**src/rtl/boxcar_trig_pkg.sv**
```systemverilog
// Shared definitions for the boxcar sum / threshold trigger.
// Latency: n/a (constants and a constant function only).
// Backpressure: n/a.
package boxcar_trig_pkg;

  // Trigger FSM encodings, kept as plain constants so legacy tools and
  // downstream register maps see fixed 2-bit codes.
  localparam logic [1:0] S_IDLE  = 2'd0;
  localparam logic [1:0] S_ARMED = 2'd1;
  localparam logic [1:0] S_ABOVE = 2'd2;
  localparam logic [1:0] S_HOLD  = 2'd3;

  // Default widths, matching the RAM delay line this block follows.
  localparam int DEF_NBITS_DATA = 14;
  localparam int DEF_NBITS_ADDR = 8;
  localparam int DEF_NBITS_HOLD = 16;

  // A window of up to 2^addr samples of data bits each fits in data+addr bits.
  function automatic int sum_width(input int nbits_data, input int nbits_addr);
    return nbits_data + nbits_addr;
  endfunction

endpackage

```
**src/rtl/boxcar_trig_sat_accum.sv**
```systemverilog
// Window update base + add - sub, evaluated signed one bit wider, clamped at 0.
// Latency: combinational.
// Backpressure: none; caller decides when the result is captured.
module sat_accum #(
  parameter int P_NBITS_DATA = 14,
  parameter int P_NBITS_SUM  = 22
) (
  input  logic [P_NBITS_SUM-1:0]  base,
  input  logic [P_NBITS_DATA-1:0] add,
  input  logic [P_NBITS_DATA-1:0] sub,
  input  logic                    sub_en,
  output logic [P_NBITS_SUM-1:0]  res,
  output logic                    neg
);

  localparam int W = P_NBITS_SUM + 1;

  logic signed [W-1:0] base_s;
  logic signed [W-1:0] add_s;
  logic signed [W-1:0] sub_s;
  logic signed [W-1:0] diff_s;

  // Unsigned operands are zero-extended into the wider signed domain so the
  // sign bit of the difference flags an inconsistent (negative) window.
  always_comb begin
    base_s = {1'b0, base};
    add_s  = W'(add);
    sub_s  = sub_en ? W'(sub) : '0;
    diff_s = base_s + add_s - sub_s;
    neg    = diff_s[W-1];
    res    = neg ? '0 : diff_s[P_NBITS_SUM-1:0];
  end

endmodule

```
**src/rtl/boxcar_trig.sv**
```systemverilog
// Running n-sample sum fed by the delay line, with a hysteresis trigger and peak tracker.
// Latency: 1 clk from a wr cycle to updated sum/state/pulse outputs.
// Backpressure: none; accepts one sample per clk, idle cycles (wr=0) freeze all state.
module boxcar_trig
  import boxcar_trig_pkg::*;
#(
  parameter int P_NBITS_DATA = DEF_NBITS_DATA,
  parameter int P_NBITS_ADDR = DEF_NBITS_ADDR,
  parameter int P_NBITS_SUM  = sum_width(P_NBITS_DATA, P_NBITS_ADDR),
  parameter int P_NBITS_HOLD = DEF_NBITS_HOLD
) (
  input  logic                    clk,
  input  logic                    rst,
  input  logic                    clr,
  input  logic                    wr,
  input  logic                    valid,
  input  logic [P_NBITS_DATA-1:0] qo,
  input  logic [P_NBITS_DATA-1:0] qn,
  input  logic [P_NBITS_SUM-1:0]  thresh_hi,
  input  logic [P_NBITS_SUM-1:0]  thresh_lo,
  input  logic [P_NBITS_HOLD-1:0] holdoff,
  output logic [P_NBITS_SUM-1:0]  sum,
  output logic                    sum_valid,
  output logic                    trig,
  output logic [P_NBITS_SUM-1:0]  peak,
  output logic [P_NBITS_HOLD-1:0] peak_pos,
  output logic                    peak_valid,
  output logic                    err,
  output logic [1:0]              state
);

  logic [P_NBITS_SUM-1:0]  sum_q, sum_d;
  logic                    sum_valid_q, sum_valid_d;
  logic                    trig_q, trig_d;
  logic [P_NBITS_SUM-1:0]  peak_q, peak_d;
  logic [P_NBITS_HOLD-1:0] peak_pos_q, peak_pos_d;
  logic [P_NBITS_HOLD-1:0] pos_q, pos_d;
  logic                    peak_valid_q, peak_valid_d;
  logic                    err_q, err_d;
  logic [1:0]              state_q, state_d;
  logic [P_NBITS_HOLD-1:0] hold_q, hold_d;

  logic                    restart;
  logic [P_NBITS_SUM-1:0]  acc_base;
  logic [P_NBITS_SUM-1:0]  sum_next;
  logic                    acc_neg;
  logic [P_NBITS_HOLD-1:0] pos_inc;

  // Losing valid outside IDLE means upstream is re-priming: start a fresh
  // fill from the current sample instead of accumulating onto the old window.
  always_comb begin
    restart  = !valid && (state_q != S_IDLE);
    acc_base = restart ? '0 : sum_q;
    pos_inc  = (&pos_q) ? pos_q : pos_q + P_NBITS_HOLD'(1);
  end

  sat_accum #(
    .P_NBITS_DATA (P_NBITS_DATA),
    .P_NBITS_SUM  (P_NBITS_SUM)
  ) u_sat_accum (
    .base   (acc_base),
    .add    (qo),
    .sub    (qn),
    .sub_en (valid),
    .res    (sum_next),
    .neg    (acc_neg)
  );

  // Next-state logic: clear has priority, otherwise only wr cycles move anything.
  always_comb begin
    sum_d        = sum_q;
    sum_valid_d  = sum_valid_q;
    trig_d       = 1'b0;
    peak_d       = peak_q;
    peak_pos_d   = peak_pos_q;
    pos_d        = pos_q;
    peak_valid_d = 1'b0;
    err_d        = err_q;
    state_d      = state_q;
    hold_d       = hold_q;

    if (clr) begin
      sum_d       = '0;
      sum_valid_d = 1'b0;
      peak_d      = '0;
      peak_pos_d  = '0;
      pos_d       = '0;
      err_d       = 1'b0;
      state_d     = S_IDLE;
      hold_d      = '0;
    end else if (wr) begin
      sum_d = sum_next;
      if (acc_neg) begin
        err_d = 1'b1;
      end

      if (!valid) begin
        // Fill while IDLE; otherwise abort whatever was in flight, silently.
        if (state_q != S_IDLE) begin
          state_d     = S_IDLE;
          sum_valid_d = 1'b0;
        end
      end else begin
        case (state_q)
          S_IDLE: begin
            // First full window; thresholds are only looked at from the next wr.
            state_d     = S_ARMED;
            sum_valid_d = 1'b1;
          end

          S_ARMED: begin
            if (sum_next >= thresh_hi) begin
              state_d    = S_ABOVE;
              trig_d     = 1'b1;
              peak_d     = sum_next;
              peak_pos_d = '0;
              pos_d      = '0;
            end
          end

          S_ABOVE: begin
            pos_d = pos_inc;
            // Strict compare keeps the earliest of equal maxima.
            if (sum_next > peak_q) begin
              peak_d     = sum_next;
              peak_pos_d = pos_inc;
            end
            if (sum_next < thresh_lo) begin
              peak_valid_d = 1'b1;
              if (holdoff == '0) begin
                state_d = S_ARMED;
              end else begin
                state_d = S_HOLD;
                hold_d  = holdoff;
              end
            end
          end

          S_HOLD: begin
            if (hold_q <= P_NBITS_HOLD'(1)) begin
              hold_d  = '0;
              state_d = S_ARMED;
            end else begin
              hold_d = hold_q - P_NBITS_HOLD'(1);
            end
          end

          default: begin
            state_d = S_IDLE;
          end
        endcase
      end
    end
  end

  // State and output registers.
  always_ff @(posedge clk or posedge rst) begin
    if (rst) begin
      sum_q        <= '0;
      sum_valid_q  <= 1'b0;
      trig_q       <= 1'b0;
      peak_q       <= '0;
      peak_pos_q   <= '0;
      pos_q        <= '0;
      peak_valid_q <= 1'b0;
      err_q        <= 1'b0;
      state_q      <= S_IDLE;
      hold_q       <= '0;
    end else begin
      sum_q        <= sum_d;
      sum_valid_q  <= sum_valid_d;
      trig_q       <= trig_d;
      peak_q       <= peak_d;
      peak_pos_q   <= peak_pos_d;
      pos_q        <= pos_d;
      peak_valid_q <= peak_valid_d;
      err_q        <= err_d;
      state_q      <= state_d;
      hold_q       <= hold_d;
    end
  end

  assign sum        = sum_q;
  assign sum_valid  = sum_valid_q;
  assign trig       = trig_q;
  assign peak       = peak_q;
  assign peak_pos   = peak_pos_q;
  assign peak_valid = peak_valid_q;
  assign err        = err_q;
  assign state      = state_q;

endmodule

```
**config.mk**
```make
export PLATFORM = sky130hd
export DESIGN_NAME = boxcar_trig
export DESIGN_NICKNAME = d
export VERILOG_FILES = /design/src/rtl/boxcar_trig_pkg.sv /design/src/rtl/boxcar_trig_sat_accum.sv /design/src/rtl/boxcar_trig.sv
export SDC_FILE = /design/constraint.sdc
export NUM_CORES = 1
export LEC_CHECK = 0
export CORE_UTILIZATION = 40
export DETAILED_ROUTE_END_ITERATION = 7
export HOLD_SLACK_MARGIN = 0.1
export PLACE_DENSITY_LB_ADDON = 0.15
export SLEW_MARGIN = 10
export SYNTH_ARGS = -nofsm -noshare
export SYNTH_HDL_FRONTEND = slang
export SYNTH_SLANG_ARGS = --single-unit
```
**constraint.sdc**
```tcl
create_clock -name clk -period 6.5 [get_ports clk]
set_input_delay 1.95 -clock clk [delete_from_list [all_inputs] [get_ports clk]]
set_output_delay 1.95 -clock clk [all_outputs]
set_load 0.03 [all_outputs]
```
# After elaboration in Yosys (flattened, before gate mapping)
# Index checks and enable logic that the tools add are counted.
# W data, S select, Z words.
[op_classes]
n_lt_le_gt_ge = 4
n_eq_ne = 11
n_addsub = 4
n_mux = 56
reduce_logical = 18
[op_table]
columns = ["cell", "count"]
rows = [
  ["$mux W16", 15],
  ["$mux W22", 9],
  ["$pmux W16 S2", 3],
  ["$pmux W22 S2", 1],
  ["$add A22 B14 Y23", 1],
  ["$sub A23 B23 Y23", 1],
  ["$ge A22 B22 Y1", 1],
  ["$gt A22 B22 Y1", 1],
  ["$lt A22 B22 Y1", 1],
  ["$mux W1", 18],
  ["$add A16 B1 Y16 const B", 1],
  ["$le A16 B1 Y1 const B", 1],
  ["$logic_not A16 Y1", 1],
  ["$mux W2", 8],
  ["$reduce_and A16 Y1", 1],
  ["$sub A16 B1 Y16 const B", 1],
  ["$reduce_and A5 Y1", 3],
  ["$mux W14", 1],
  ["$ne A3 B3 Y1 const B", 4],
  ["$ne A4 B4 Y1 const B", 3],
  ["$reduce_bool A3 Y1", 3],
  ["$pmux W2 S4", 1],
  ["$reduce_bool A2 Y1", 4],
  ["$eq A2 B2 Y1 const B", 2],
  ["8 further kinds", 8],
]
[word_totals]
out_inout_bits = 66
input_bits = 93
register_bits = 98

# Longest topological paths before layout
# Gate-level depths: netlist of run 1.
[depth]
ltp_word = 12
ltp_mapped = 32

# Modules after synthesis
# A second synthesis of run 1 with hierarchy kept.
[hier_totals]
cells_unflattened = 1069
area_unflattened_um2 = 8962.3
[by_module_without_submodules]
columns = ["module", "seq_area_each_um2", "instances", "area_each_um2", "cells_per_inst"]
rows = [
  ["boxcar_trig", 2452.4, 1, 6832.8, 761],
  ["sat_accum", 0.0, 1, 2129.5, 308],
]

# Worst setup path before layout of run 1
# OpenSTA, ideal clock, no wires.
[synth_timing]
kind = "input-to-reg"
start = "in valid"
end = "reg peak_q[0], in the netlist peak[0]"
slack_ns = -1.471
setup_time_ns = 0.128
t_arrival_ns = 7.844
required_ns = 6.372
path_stages = 25
path_cell_list = "or2_2 -> clkbuf_1 -> clkbuf_1 -> nand2_1 -> fa_1 -> inv_1 -> fa_1 -> a211oi_1 -> o211ai_1 -> nand4_1 -> nand2_1 -> xnor2_1 -> clkbuf_1 -> nor2_1 -> ha_1 -> o21a_1 -> o21ai_1 -> a21oi_1 -> a2111oi_0 -> o221ai_2 -> a311oi_2 -> o31a_2 -> o21bai_4 -> buf_8 -> mux2_1"
[synth_between]
elab_chain_cells = 11
[synth_rtl]
columns = ["item", "line_no", "source"]
rows = [
  ["start: declaration", "boxcar_trig.sv:16", "input logic valid,"],
  ["parallel branches: the longest is 11 deep, another holds $add A22 B14 Y23", "--", ""],
  ["end signal: assignment", "boxcar_trig.sv:173", "peak_q <= peak_d;"],
  ["end: declaration", "boxcar_trig.sv:35", "logic [P_NBITS_SUM-1:0] peak_q, peak_d;"],
]
# Parallel ways; which one is timed is not known. The select of a mux whose other input is x is not followed.
# A chain may end at the register's enable or synchronous reset.

# Final worst setup path of run 1
[layout_timing]
start = "in qo[12]"
end = "reg hold_q[15]"
[layout_between]
elab_chain_cells = 6
[layout_rtl]
columns = ["item", "line_no", "source"]
rows = [
  ["start: declaration", "boxcar_trig.sv:17", "input logic [P_NBITS_DATA-1:0] qo,"],
  ["$add A22 B14 Y23", "boxcar_trig_sat_accum.sv:29", "diff_s = base_s + add_s - sub_s;"],
  ["$sub A23 B23 Y23", "boxcar_trig_sat_accum.sv:29", ""],
  ["$mux W22", "boxcar_trig_sat_accum.sv:31", "res = neg ? '0 : diff_s[P_NBITS_SUM-1:0];"],
  ["$lt A22 B22 Y1", "boxcar_trig.sv:128", "if (sum_next < thresh_lo) begin"],
  ["$ne A3 B3 Y1 (no line)", "--", ""],
  ["$reduce_and A5 Y1 (no line)", "--", ""],
  ["end signal: assignment", "boxcar_trig.sv:179", "hold_q <= hold_d;"],
  ["end: declaration", "boxcar_trig.sv:41", "logic [P_NBITS_HOLD-1:0] hold_q, hold_d;"],
]
# Every way passes these cells.

==> results of run 1 <==
placed cells by master, fill, tap and decap left out, types with 7 or more instances in the layout:
master             n
buf_4            166
clkdlybuf4s50_1  139
inv_1            116
dfrtp_1           98
nand2_1           73
nor2_1            71
ha_1              55
a21oi_1           45
mux2i_1           39
ha_4              37
buf_6             32
xnor2_1           21
inv_2             20
o21ai_0           20
nor3_1            19
o21ai_1           18
a21oi_2           17
dlygate4sd2_1     17
and2_4            16
nand4_1           15
a21o_1            15
o21ai_2           14
nor2_2            13
o2bb2ai_2         13
buf_12            13
and3_1            12
nand3_1           12
fa_1              12
nor2b_1           11
nand2_2           10
xor2_1            10
clkbuf_16         10
nor2_4             9
nand2b_1           9
nor4_1             8
a211oi_2           7
nand2_4            7
a31oi_1            7
area by class of cell:
type | count | area, um2
Tap cell | 270 | 338
Clock inverter | 7 | 81.3
Inverter | 139 | 527
Sequential cell | 98 | 2450
Timing Repair Buffer | 374 | 3540
Clock buffer | 9 | 225
Fill cell | 1619 | 6710
Multi-Input combinational cell | 734 | 6490
worst register-to-register path, delay by kind of cell (launching register included):
| family | cells | cell delay, ns |
|---|---|---|
| XOR/XNOR | 1 | 0.33 |
| multiplexers | 1 | 0.08 |
| buffers and inverters | 4 | 0.48 |
| adder cells (fa/ha/maj) | 5 | 1.72 |
| AND/OR/NAND/NOR | 7 | 0.83 |
| AO/OA/AOI/OAI | 9 | 2.05 |
| flip-flops | 1 | 0.46 |
metal layers:
metal	part of all wire, %	wire [um]	vias up	GRT usage, %
met5	0	0	-	0
met3	4.2	1160	40	2.98
li1	-	-	4186	-
met2	50	13700	213	44.8
met1	44	12100	4120	33.3
met4	2.3	639	0	8.02
repair_timing:
| item | CTS | global route |
|---|---|---|
| setup buffers | 59 | 16 |
| pin swaps | 124 | 40 |
| resized for setup | 245 | 44 |
| gates cloned | 4 | 1 |
| setup endpoints to repair | 74 | 73 |
cells by family (layout without fill, tap and decap cells):
family / Yosys count / after routing / share of synthesized area, %
XOR/XNOR: 35 / 35 / 3.66
flip-flops: 98 / 98 / 29.3
adder cells (fa/ha/maj): 108 / 108 / 17.3
buffers and inverters: 174 / 529 / 8.42
AND/OR/NAND/NOR: 319 / 320 / 18.2
multiplexers: 45 / 45 / 5.45
AO/OA/AOI/OAI: 226 / 226 / 17.7
registers in the layout, indices dropped and copies added (netlist names):
register and flops:
err 1, hold_q 16, peak 22, peak_pos 16
peak_valid 1, pos_q 16, state 2, sum 22
sum_valid 1, trig 1
worst paths after layout:
kind	startpoint	endpoint	slack, ns	depth (start not counted)
setup / recovery	qo[12]	hold_q[15]$_DFFE_PP0P_	-0.30	29
hold / removal	peak_pos[3]$_DFFE_PP0P_	peak_pos[3]$_DFFE_PP0P_	0.50	1
setup reg to reg	state[1]$_DFFE_PP0P_	hold_q[15]$_DFFE_PP0P_	0.41	27
hold reg to reg	peak_pos[3]$_DFFE_PP0P_	peak_pos[3]$_DFFE_PP0P_	0.50	1
max in group asynchronous	rst	pos_q[11]$_DFFE_PP0P_	3.34	3
min in group asynchronous	rst	hold_q[9]$_DFFE_PP0P_	2.15	2
through the flow:
step	utilization [%]	setup TNS [ns]
after floorplan	-	-27.09
after global placement	56.6	-91.35
after detailed placement	56.6	-97.53
after CTS	65.5	-6.29
after global routing	67.1	-34.57
final	67.1	-12.89
==> results.md, run 1 <==
- CTS tree: done
- Fraction of layout cells with a size suffix above 1: 33.7%
- Crit path buffers/inverters: 16
- Category of the worst setup path launch point: input port
- Maximum clock insertion buffer count: 2
- Drt pass-1 iters: 6
- Number of top-level pins: 159
- Maximum clock frequency: 147 MHz
- Total clock sinks: 98
- Failing checks: negative setup slack
- Max transition margin: 33.5%
- Crit path max fanout: 5
- Synth Instances: 1,005
- IO Port Bufs: 158
- Standard-cell rows: 52
- Post-layout instance count excluding filler cells: 1,631
- Total number of nets in the final design: 1,556
- Maximum number of pins on one net before global-route repair: 74
- HP Class: flop to flop
- Finish-stage setup viols: 72
- Number of global-route vias before repair: 8,708
- Library cells used by synthesis: 70
- Placed Instance Area: 11,500 um2
- Final antenna diode count: 0
- Worst hold-check slack: 0.501 ns
- Die area: 21,500 um2
- Clock input transition at the sequential cells of the worst setup and hold paths: 0.08 ns
- Detailed placer's ending HPWL: 18,900 um
- Max H-tree Level: 3
- Residual DRC count: 0
- Number of synthesized flops with an enable pin: 0
- Post-layout instance area: 13,700 um2
- Worst clock skew: 0.0113 ns
- Final period demand of the worst path: 6.80 ns
- TritonCTS buffer count: 9
- 1st-iter DRT viols: 360
- Outcome: complete, but fails checks
- Root Buffer Master: clkbuf_16
- Hold violation count in the final report: 0
- Final routed wirelength across all metal layers: 27,600 um
- Kind of capture point of the worst setup path: flop
- Total of flip-flops plus latches after synthesis: 98
- Critical Setup Path Class: input port to flop
- Share of async-settable or async-resettable flops after synthesis: 100%
- Cell area after synthesis: 8380 um2
- Synth Area per Inst: 8.34 um2
- Post-placement worst setup slack: -1.53 ns
- Clock insertion delay at the later pin of the skew report: 0.37 ns
- Residual antenna-violating net count after detailed routing: 0
- Final clock period utilization by the worst path: 105%
- Final count of pins violating max slew: 0
- Via/cell ratio: 5.25
- Post-placement cell count: 1,542
- Post-cts hold buffer count: 0
- Share of the yosys chip area belonging to registers: 29.3%
- Data arrival at the endpoint of the critical path: 7.05 ns
- Transition time of the tightest slew-check pin: 0.998 ns
- Area added between synthesis and finish: 62.9%
- Top area cells in the synthesized netlist: dfrtp_1 (29%), ha_1 (14%), inv_1 (6.2%), mux2i_1 (4.8%), nor2_1 (4.1%)
- Unrepaired setup endpoints after global routing: yes
- Largest area contributor in the synthesized netlist: dfrtp_1
- Most numerous cell on the critical path: buf_4
- Largest stage delay on the critical path: 0.52 ns
- Most common library cells after synthesis: inv_1 (138), dfrtp_1 (98), ha_1 (93)
- Slowest cell on the critical path: fa_1
- Global-route wire length before repair: 44,100 um
- Global routing usage summed across all routing layers: 25.8%
- Initial antenna violation count: 0
- Count of maximum capacitance violations: 0
- Die outline width: 147 um
- Setup slack of the critical path after layout: -0.298 ns
- Average routed wire per standard cell: 16.9 um
- Placer Congestion: 0.907
- Overall via count from detail_route: 8,559
- Die Y: 147 um
- Most common cell in the netlist: inv_1
- Warnings, synthesis: 0
- Kind of cell adding the most delay to the critical path: buffers and inverters
- Starting density of the core: 41.2%
- Leading register cell type out of synthesis: dfrtp_1
- Req. time, crit path: 6.75 ns
- Net count of the mapped netlist: 1,205
- GR Overflow Total: 0
- Share of Yosys cell area claimed by the top area cell type: 29.3%
- Core Area: 20,400 um2
Power of run 1 is left out: the tool's default activity adds up to more than one toggle a clock period on the data nets, which glitch-free logic cannot reach.
==> run 2: changes to the inputs <==
- SKIP_CTS_REPAIR_TIMING: unset -> 1
==> results.md, run 2 (same netlist as run 1, synthesis figures left out) <==
- Req. time, crit path: 6.75 ns
- Maximum clock insertion buffer count: 2
- Core Area: 20,400 um2
- CTS tree: done
- Clock insertion delay at the later pin of the skew report: 0.36 ns
- Final count of pins violating max slew: 0
- Maximum clock frequency: 144 MHz
- Worst clock skew: 0.00904 ns
- Residual antenna-violating net count after detailed routing: 0
- TritonCTS buffer count: 9
- GR Overflow Total: 0
- Reg-to-reg critical path startpoint: state[1]$_DFFE_PP0P_
- Overall via count from detail_route: 8,330
- Setup slack of the critical path after layout: -0.459 ns
- Fraction of layout cells with a size suffix above 1: 27.5%
- Count of maximum capacitance violations: 0
- Finish-stage setup viols: 72
- Die outline width: 147 um
- Global routing usage summed across all routing layers: 23.0%
- Residual DRC count: 0
- Drt pass-1 iters: 4
- IO Port Bufs: 158
- Fill cell instance count of the final layout: 1,726
- Unrepaired setup endpoints after global routing: yes
- Number of top-level pins: 159
- Final clock period utilization by the worst path: 107%
- Critical Setup Path Class: input port to flop
- Most common cell after layout, fill and taps aside: buf_4
- Starting density of the core: 41.2%
- Post-placement worst setup slack: -1.53 ns
- Failing checks: negative setup slack
- Maximum number of pins on one net before global-route repair: 74
- Largest stage delay on the critical path: 0.51 ns
- Critical Path Start: qn[13]
- Worst hold-check slack: 0.501 ns
- Transition time of the tightest slew-check pin: 0.994 ns
- Final antenna diode count: 0
- HP Class: flop to flop
- Kind of capture point of the worst setup path: flop
- Max H-tree Level: 3
- Max transition margin: 33.7%
- Final routed wirelength across all metal layers: 26,000 um
- Total number of nets in the final design: 1,519
- Highest-count cells in the layout ignoring fill and taps: buf_4 (151), clkdlybuf4s50_1 (142), inv_1 (118)
- Number of global-route vias before repair: 7,952
- Final period demand of the worst path: 6.96 ns
- Crit path buffers/inverters: 6
- Average routed wire per standard cell: 16.3 um
- Die area: 21,500 um2
- Standard-cell rows: 52
- Data arrival at the endpoint of the critical path: 7.21 ns
- Post-layout instance area: 12,900 um2
- Global-route wire length before repair: 39,400 um
- 1st-iter DRT viols: 348
- Root Buffer Master: clkbuf_16
- Area added between synthesis and finish: 54.5%
- Die Y: 147 um
- Initial antenna violation count: 0
- Category of the worst setup path launch point: input port
- Kind of cell adding the most delay to the critical path: compound AO/OA/AOI/OAI gates
- Outcome: complete, but fails checks
- Hold violation count in the final report: 0
- Placed Instance Area: 11,500 um2
- Clock input transition at the sequential cells of the worst setup and hold paths: 0.08 ns
- Slowest cell on the critical path: fa_2
- Crit path max fanout: 10
- Hold path start: peak_pos[6]$_DFFE_PP0P_
- Total clock sinks: 98
- Via/cell ratio: 5.23
- Detailed placer's ending HPWL: 18,900 um
- Placer Congestion: 0.907
-- run 2: final cells by class --
type                       count  area (um2)  share of cell area (%)
tap                          270         338                    2.61
clock inverter                 7        81.3                   0.628
sequential                    98        2450                    18.9
multi-input combinational    734        6110                    47.2
timing repair buffer         337        3210                    24.8
clock buffer                   9         225                    1.74
inverter                     139         527                    4.07
-- run 2: worst paths after layout --
path	to	slack, ns	cells past startpoint
min in group asynchronous	hold_q[9]$_DFFE_PP0P_	2.16	2
setup reg to reg	hold_q[8]$_DFFE_PP0P_	0.26	27
hold / removal	peak_pos[6]$_DFFE_PP0P_	0.50	1
setup / recovery	peak_pos[15]$_DFFE_PP0P_	-0.46	26
max in group asynchronous	pos_q[11]$_DFFE_PP0P_	3.38	3
hold reg to reg	peak_pos[6]$_DFFE_PP0P_	0.50	1
-- run 2: through the flow --
stage	cells	utilization, %	TNS, ns
after detailed placement	1542	56.6	-97.53
after global placement	1542	56.6	-91.35
after CTS	1558	58.1	-70.02
after global routing	1594	63.6	-38.52
final	1594	63.6	-26.16
after floorplan	1005	-	-27.09
-- run 2: layer usage --
metal	global-route usage [%]	vias to the layer above	wire length [um]
li1	-	4111	-
met1	30.5	3958	11500
met2	39.3	228	12700
met3	2.73	33	1270
met4	6.67	0	574
met5	0	-	0
Power of run 2 is left out for the same reason.
